## config.mk

```make
export PLATFORM = sky130hd
export DESIGN_NAME = pc_gen
export DESIGN_NICKNAME = d
export VERILOG_FILES = /design/src/rtl/pc_gen_pkg.sv /design/src/rtl/pc_btb.sv /design/src/rtl/pc_gen.sv
export SDC_FILE = /design/constraint.sdc
export NUM_CORES = 1
export LEC_CHECK = 0
export CAP_MARGIN = 20
export CORE_UTILIZATION = 30
export DETAILED_ROUTE_END_ITERATION = 8
export PLACE_DENSITY = 0.65
export SLEW_MARGIN = 20
export SYNTH_ARGS = -nofsm -noshare
export SYNTH_HDL_FRONTEND = slang
export SYNTH_SLANG_ARGS = --single-unit
```

## constraint.sdc

```tcl
create_clock -name clk -period 2.46 [get_ports clk]
set_clock_uncertainty 0.2 [all_clocks]
set_input_delay 0.492 -clock clk [delete_from_list [all_inputs] [get_ports clk]]
set_output_delay 0.492 -clock clk [all_outputs]
set_load 0.02 [all_outputs]
```

## src/rtl/pc_gen_pkg.sv

```systemverilog
// Shared constants for the fetch PC generator: reset vector, FSM encoding, BTB counter values.
package pc_gen_pkg;

  localparam logic [31:0] PC_RESET_VEC_DEF = 32'h0000_3000;

  localparam logic [0:0] ST_IDLE = 1'b0;
  localparam logic [0:0] ST_RUN  = 1'b1;

  localparam logic [1:0] CNT_SNT   = 2'b00;
  localparam logic [1:0] CNT_WNT   = 2'b01;
  localparam logic [1:0] CNT_WT    = 2'b10;
  localparam logic [1:0] CNT_ST    = 2'b11;
  localparam logic [1:0] CNT_ALLOC = 2'b10;

endpackage

```

## src/rtl/pc_btb.sv

```systemverilog
// Direct-mapped branch target buffer with 2-bit saturating counters.
// Lookup is combinational on pre-update contents; update is registered.
module pc_btb
  import pc_gen_pkg::*;
#(
  parameter int unsigned ADDR_W  = 32,
  parameter int unsigned ENTRIES = 8
) (
  input  logic              clk,
  input  logic              rst,
  input  logic [ADDR_W-1:0] lk_pc_i,
  output logic              lk_taken_o,
  output logic [ADDR_W-1:0] lk_target_o,
  input  logic              upd_valid_i,
  input  logic [ADDR_W-1:0] upd_pc_i,
  input  logic [ADDR_W-1:0] upd_target_i,
  input  logic              upd_taken_i
);

  localparam int unsigned IDX_W = $clog2(ENTRIES);
  localparam int unsigned TAG_W = ADDR_W - IDX_W - 2;

  logic [ENTRIES-1:0] valid;
  logic [TAG_W-1:0]   tag    [ENTRIES];
  logic [ADDR_W-1:0]  target [ENTRIES];
  logic [1:0]         cnt    [ENTRIES];

  logic [IDX_W-1:0] lk_idx, upd_idx;
  logic [TAG_W-1:0] lk_tag, upd_tag;
  logic             lk_hit, upd_hit;
  logic             unused_lsb;

  assign lk_idx  = lk_pc_i[IDX_W+1:2];
  assign lk_tag  = lk_pc_i[ADDR_W-1:IDX_W+2];
  assign upd_idx = upd_pc_i[IDX_W+1:2];
  assign upd_tag = upd_pc_i[ADDR_W-1:IDX_W+2];
  assign unused_lsb = ^{lk_pc_i[1:0], upd_pc_i[1:0]};

  assign lk_hit      = valid[lk_idx] && (tag[lk_idx] == lk_tag);
  assign lk_taken_o  = lk_hit && (cnt[lk_idx] >= CNT_WT);
  assign lk_target_o = target[lk_idx];

  assign upd_hit = valid[upd_idx] && (tag[upd_idx] == upd_tag);

  // Training: saturating counter on hit, allocate weakly-taken on a taken miss.
  always_ff @(posedge clk) begin
    if (rst) begin
      valid <= '0;
    end else if (upd_valid_i) begin
      if (upd_hit) begin
        if (upd_taken_i) begin
          target[upd_idx] <= upd_target_i;
          if (cnt[upd_idx] != CNT_ST) cnt[upd_idx] <= cnt[upd_idx] + 2'd1;
        end else if (cnt[upd_idx] != CNT_SNT) begin
          cnt[upd_idx] <= cnt[upd_idx] - 2'd1;
        end
      end else if (upd_taken_i) begin
        valid[upd_idx]  <= 1'b1;
        tag[upd_idx]    <= upd_tag;
        target[upd_idx] <= upd_target_i;
        cnt[upd_idx]    <= CNT_ALLOC;
      end
    end
  end

endmodule

```

## src/rtl/pc_gen.sv

```systemverilog
// Fetch PC generator: flush / redirect / pending redirect / stall / prediction / pc+4.
// Optional BTB prediction is compiled in with `define PC_BTB_EN.
module pc_gen
  import pc_gen_pkg::*;
#(
  parameter int unsigned       ADDR_W      = 32,
  parameter logic [ADDR_W-1:0] RESET_VEC   = ADDR_W'(PC_RESET_VEC_DEF),
  parameter int unsigned       BTB_ENTRIES = 8
) (
  input  logic              clk,
  input  logic              rst,
  input  logic              stall_i,
  input  logic              flush_i,
  input  logic [ADDR_W-1:0] new_pc_i,
  input  logic              redirect_i,
  input  logic [ADDR_W-1:0] redirect_pc_i,
  input  logic              upd_valid_i,
  input  logic [ADDR_W-1:0] upd_pc_i,
  input  logic [ADDR_W-1:0] upd_target_i,
  input  logic              upd_taken_i,
  output logic [ADDR_W-1:0] pc_o,
  output logic              ce_o,
  output logic              pred_taken_o,
  output logic [ADDR_W-1:0] pred_target_o
);

  logic [0:0]        state, state_n;
  logic [ADDR_W-1:0] pc_n, pend_pc, pend_pc_n, seq_pc;
  logic              ce_n, pend_valid, pend_valid_n;

  assign seq_pc = pc_o + ADDR_W'(4);

`ifdef PC_BTB_EN
  logic              btb_taken;
  logic [ADDR_W-1:0] btb_target;

  pc_btb #(
    .ADDR_W  (ADDR_W),
    .ENTRIES (BTB_ENTRIES)
  ) u_btb (
    .clk          (clk),
    .rst          (rst),
    .lk_pc_i      (pc_o),
    .lk_taken_o   (btb_taken),
    .lk_target_o  (btb_target),
    .upd_valid_i  (upd_valid_i && (state == ST_RUN)),
    .upd_pc_i     (upd_pc_i),
    .upd_target_i (upd_target_i),
    .upd_taken_i  (upd_taken_i)
  );

  assign pred_taken_o  = btb_taken;
  assign pred_target_o = btb_taken ? btb_target : seq_pc;
`else
  logic unused_upd;

  assign unused_upd    = ^{upd_valid_i, upd_pc_i, upd_target_i, upd_taken_i,
                           (BTB_ENTRIES == 0)};
  assign pred_taken_o  = 1'b0;
  assign pred_target_o = seq_pc;
`endif

  // Next-state and next-PC selection in priority order.
  always_comb begin
    state_n      = state;
    pc_n         = pc_o;
    ce_n         = ce_o;
    pend_valid_n = pend_valid;
    pend_pc_n    = pend_pc;
    case (state)
      ST_IDLE: begin
        state_n      = ST_RUN;
        ce_n         = 1'b1;
        pc_n         = RESET_VEC;
        pend_valid_n = 1'b0;
      end
      ST_RUN: begin
        ce_n = 1'b1;
        if (flush_i) begin
          pc_n         = new_pc_i;
          pend_valid_n = 1'b0;
        end else if (redirect_i) begin
          if (stall_i) begin
            pend_valid_n = 1'b1;
            pend_pc_n    = redirect_pc_i;
          end else begin
            pc_n         = redirect_pc_i;
            pend_valid_n = 1'b0;
          end
        end else if (pend_valid && !stall_i) begin
          pc_n         = pend_pc;
          pend_valid_n = 1'b0;
        end else if (!stall_i) begin
          pc_n = pred_target_o;
        end
      end
      default: begin
        state_n      = ST_IDLE;
        ce_n         = 1'b0;
        pc_n         = RESET_VEC;
        pend_valid_n = 1'b0;
      end
    endcase
  end

  always_ff @(posedge clk) begin
    if (rst) begin
      state      <= ST_IDLE;
      pc_o       <= RESET_VEC;
      ce_o       <= 1'b0;
      pend_valid <= 1'b0;
      pend_pc    <= '0;
    end else begin
      state      <= state_n;
      pc_o       <= pc_n;
      ce_o       <= ce_n;
      pend_valid <= pend_valid_n;
      pend_pc    <= pend_pc_n;
    end
  end

endmodule
```

======== Word-level counts from Yosys, hierarchy flattened ========
Index checks and enable logic that the tools add are counted.
word-level totals
  register bits ........................... 66
  bits of input ports ..................... 135
  output and inout bits ................... 66
  word-level logic and storage cells ...... 26
cells by class
  add/sub/neg operators ................... 1
  eq/ne operators ......................... 3
  muxes and demuxes ....................... 12
  bitwise operators ....................... 2
  reduce and logical (&&, ||, !) cells .... 4
operator list
  kind                   count
  $mux 32                5
  $pmux 32 s2            1
  $add 32x3->32 const B  1
  $ne 4x3->1 const B     2
  $mux 1                 5
  $ne 4x4->1 const B     1
  $reduce_and 4->1       1
  $not 1->1              2
  $pmux 1 s2             1
  $reduce_and 2->1       1
  $logic_and 1x1->1      1
  $logic_not 1->1        1

======== Logic depth before layout (Yosys ltp) ========
  depth after elaboration ................. 6
  gate-level depth with buffers ........... 8
  gate-level depth less buffers ........... 6

======== Worst setup path before layout ========
No wires, ideal clock.
  path type ............................... register to output
  start point ............................. reg pc_o[2]
  end point ............................... out pred_target_o[24]
  arrival time ............................ 2.202 ns
  required time ........................... 1.768 ns
  setup slack ............................. -0.434 ns
  stages on the path, launching flop included .. 6
  path buffers ............................ 0
  cells stage by stage .................... dfxtp_1 ha_1 nand3_1 nor4_1 nand4_1 xnor2_1
between the ends
  cells in the longest elaborated chain, start to end .. 1
RTL lines
  what                    RTL line       source
  start, declared         pc_gen.sv:21   output logic [ADDR_W-1:0] pc_o,
  start signal, assigned  pc_gen.sv:115  pc_o <= pc_n;
  $add 32x3->32           pc_gen.sv:31   assign seq_pc = pc_o + ADDR_W'(4);
  end, declared           pc_gen.sv:24   output logic [ADDR_W-1:0] pred_target_o
Every way passes these cells.

======== Final worst setup path ========
  start point ............................. reg pc_o[5]
  end point ............................... out pred_target_o[29]
Same word-level chain as after synthesis.

==> impl_summary.log <==
[metrics] Crit. End Element: output port
[metrics] number of detailed-route iterations in the first pass: 6
[metrics] crit start category: flip-flop
[metrics] via count of the first global-routing pass: 5,176
[metrics] WL met2: 8500 um
[metrics] Sum Neg Setup Slack: -5.03 ns
[metrics] layout cells sized above 1: 34.6%
[metrics] Switching Power: 0.917 mW
[metrics] proportion of synthesized chip area in sequential cells: 32.8%
[metrics] row count: 41
[metrics] Net Count, Synth: 692
[metrics] clock transition at the registers of the reported paths: 0.06 ns
[metrics] final hold slack: 0.254 ns
[metrics] f_max: 343 MHz
[metrics] cell types with the largest area share after synthesis: dfxtp_1 (33%), nand2_1 (9.9%), a21oi_1 (7.0%), o21ai_0 (4.2%), nor2_1 (3.6%)
[metrics] endpoints failing setup: 23
[metrics] Max clock buf depth: 2
[metrics] Top Metal Used: met4
[metrics] via density per instance: 5.47
[metrics] width of the chip: 118 um
[metrics] share of total power consumed by net switching: 26.3%
[metrics] CTS sink count: 66
[metrics] floorplan die area: 13,900 sq um
[metrics] final cycle utilization of the critical path: 118%
[metrics] fin. max-slew vios: 0
[metrics] violation count after the first detailed-routing iteration: 532
[metrics] number of enable flip-flop cells after synthesis: 0
[metrics] average wire length per cell after detail routing: 18.5 um
[metrics] total clock buffers created by CTS: 9
[metrics] distinct cell type count after synthesis: 63
[metrics] predominant post-synthesis flop cell: dfxtp_1
[metrics] initial antenna violation count: 0
[metrics] worst slew slack as a fraction of its limit: 42.7%
[metrics] Reg power frac: 32.4%
[metrics] Die Height: 118 um
[metrics] run status: finished with violations
[metrics] DRC viols: 0
[metrics] total met3 wirelength after detailed routing: 1560 um
[metrics] CP arrival: 2.22 ns
[metrics] number of synthesized register bits: 66
[metrics] worst-path fanout max: 7
[metrics] slack of the critical path: -0.451 ns
[metrics] root buffer selected by CTS: clkbuf_16
[metrics] cell-internal power: 2.57 mW
[metrics] Hold Buf Count CTS: 0
[metrics] metal1 wirelength: 7810 um
[metrics] Fillers: 1,124
[metrics] YS warnings: 0
[metrics] hold violation total from the final report: 0
[metrics] Routed WL: 18,300 um
[metrics] TritonCTS clock tree: done
[metrics] setup repair after global routing missed its margin: yes
[metrics] Combinational Power Share: 21.5%
[metrics] standby leakage power: 3.08 nW
[metrics] Layout area overhead: 85.4%
[metrics] antenna fix cells: 0
[metrics] detailed placement HPWL: 13,100 um
[metrics] Tightest Pin Transition: 0.857 ns
[metrics] power density of the placed cells: 467 nW/um^2
[metrics] core outline area: 12,800 sq um
[metrics] largest vdd supply drop: 0.000333 V
[metrics] global route total overflow: 0
[metrics] wire length of the first global-routing pass: 28,100 um
[metrics] pin count of the biggest net entering global routing: 36
[metrics] share of synthesized registers carrying an async set or reset: 0%
[metrics] clock period minus worst slack: 2.91 ns
[metrics] All-Layer GR Usage: 25.6%
[metrics] Crit path required time: 1.77 ns
[metrics] share of the synthesized area in the top cell type: 32.8%
[metrics] vias: 5,414
[metrics] Initial Utilization: 31.4%
[metrics] area of placed instances: 6500 sq um
[metrics] average footprint of a synthesized cell: 7.24 sq um
[metrics] number of nets in the final layout: 949
[metrics] Synth area leader: dfxtp_1
[metrics] clock share of power: 46.1%
[metrics] synthesized netlist cell count: 556
[metrics] maxcap violations: 0
[metrics] register area: 1360 sq um
[metrics] Syn Std Cell Area: 4030 sq um
[metrics] Ports: 201
[metrics] gpl congestion: 0.853
[metrics] Min-Delay Path Class: reg -> reg
[metrics] count of port buffers added during placement: 133
[metrics] type of the worst setup path: reg -> out
[metrics] count of H-tree levels built during CTS: 3
[metrics] Post-Layout Inst Area: 7460 sq um
[metrics] worst-skew pair later-pin latency: 0.33 ns
[metrics] multi-input combinational cell area: 2910 sq um
[metrics] failing checks: negative setup slack
[metrics] Post-DRT Antenna Nets: 0
[cell families (layout without fill, tap and decap cells)]
family | count (synthesis) | count (layout) | share of synthesized area [%]
compound gates | 175 | 175 | 28.4
mux | 1 | 1 | 0.249
buf+inv | 58 | 320 | 5.75
other cells | 1 | 1 | 0.0932
fa+ha+maj | 1 | 1 | 0.311
simple gates | 230 | 230 | 27.0
flops | 66 | 66 | 32.8
xor+xnor | 24 | 24 | 5.41
[cells in the mapped netlist (3+ instances only)]
master / count
nor3_1: 12
and3_1: 6
nand3b_1: 4
nor2b_1: 4
a22oi_1: 4
xnor2_1: 12
o211ai_1: 6
dfxtp_1: 66
nor4_1: 11
o22ai_1: 5
a22o_1: 8
or2_2: 5
o31ai_1: 13
nand2b_1: 7
o221a_2: 3
a21oi_1: 56
clkbuf_1: 37
a311oi_1: 3
nand2_1: 106
a32oi_1: 6
nand4_1: 8
a211oi_1: 5
buf_1: 4
nor2_1: 39
inv_1: 11
o221ai_1: 5
o21ai_0: 34
xor2_1: 11
nand3_1: 13
a21o_1: 3
o31a_1: 4
buf_4: 3
a32o_1: 3
o2111ai_1: 3
[flip-flops by register name, indices dropped and copies added (netlist names)]
register    count
state           1
pend_pc        32
pend_valid      1
pc_o           32
[layout make-up]
cell class	count	area share, %
Multi-Input combinational cell	432	39.0
Timing Repair Buffer	292	34.3
Sequential cell	66	18.3
Clock buffer	9	3.02
Tap cell	172	2.88
Clock inverter	7	1.90
Inverter	12	0.604
[power by group through the flow]
stage,clock network (mW),logic [mW],registers [mW]
CTS,1.61,0.720,1.13
finish,1.61,0.750,1.13
floorplan,0,0.254,1.19
global route,1.66,0.791,1.13
detailed placement,0,0.693,1.15
global placement,0,0.687,1.15
[worst max-delay path, cell delays in order, from the launching register on]
cell	delay, ns
dfxtp_4	0.35
nand4_4	0.12
or4_4	0.59
buf_6	0.17
or3_4	0.37
xnor2_4	0.14
buf_6	0.13
[through the flow]
step / setup slack, ns / util (%) / total power, mW / cells
floorplan: -0.187 / - / 1.45 / 556
global placement: -0.546 / 50.6 / 1.83 / 939
detailed placement: -0.570 / 50.7 / 1.84 / 939
CTS: -0.452 / 56.5 / 3.46 / 982
global route: -0.494 / 58.2 / 3.59 / 990
finish: -0.451 / 58.2 / 3.48 / 990
[layout by cell type, fill, tap and decap left out, drive strengths merged, types with 3 or more instances in the layout]
cell type / instances
a211oi: 5
a21o: 3
a21oi: 56
a22o: 8
a22oi: 4
a311oi: 3
a32o: 3
a32oi: 6
and3: 6
buf: 187
bufinv: 4
clkbuf: 9
clkdlybuf4s50: 103
clkinv: 3
dfxtp: 66
inv: 11
nand2: 106
nand2b: 7
nand3: 14
nand3b: 4
nand4: 9
nor2: 39
nor2b: 4
nor3: 12
nor4: 11
o2111ai: 3
o211ai: 6
o21ai: 35
o221a: 3
o221ai: 5
o22ai: 5
o31a: 4
o31ai: 13
or2: 5
or4: 3
xnor2: 13
xor2: 11
[path summary, 6_finish.rpt]
| check | from | to | slack, ns | depth (start not counted) |
|---|---|---|---|---|
| worst max register to register | pc_o[5]$_SDFFE_PP0P_ | pc_o[29]$_SDFFE_PP0P_ | 0 | 7 |
| worst min-delay path | pend_pc[24]$_SDFFE_PP0P_ | pend_pc[24]$_SDFFE_PP0P_ | 0.25 | 2 |
| worst min register to register | pend_pc[24]$_SDFFE_PP0P_ | pend_pc[24]$_SDFFE_PP0P_ | 0.25 | 2 |
| worst max-delay path | pc_o[5]$_SDFFE_PP0P_ | pred_target_o[29] | -0.45 | 6 |
[metal layers]
layer	GRT usage, %	up-vias
met1	34.8	2572
met5	0	-
met2	40.5	290
met3	4.07	34
met4	9.46	0
li1	-	2518
[repair_timing]
item	4_1_cts	5_1_grt
gates cloned	0	0
gates resized for setup	181	44
setup endpoints to repair	28	33
pin swaps	26	15
setup buffers	27	8
Power figures use the tool's default switching activity.
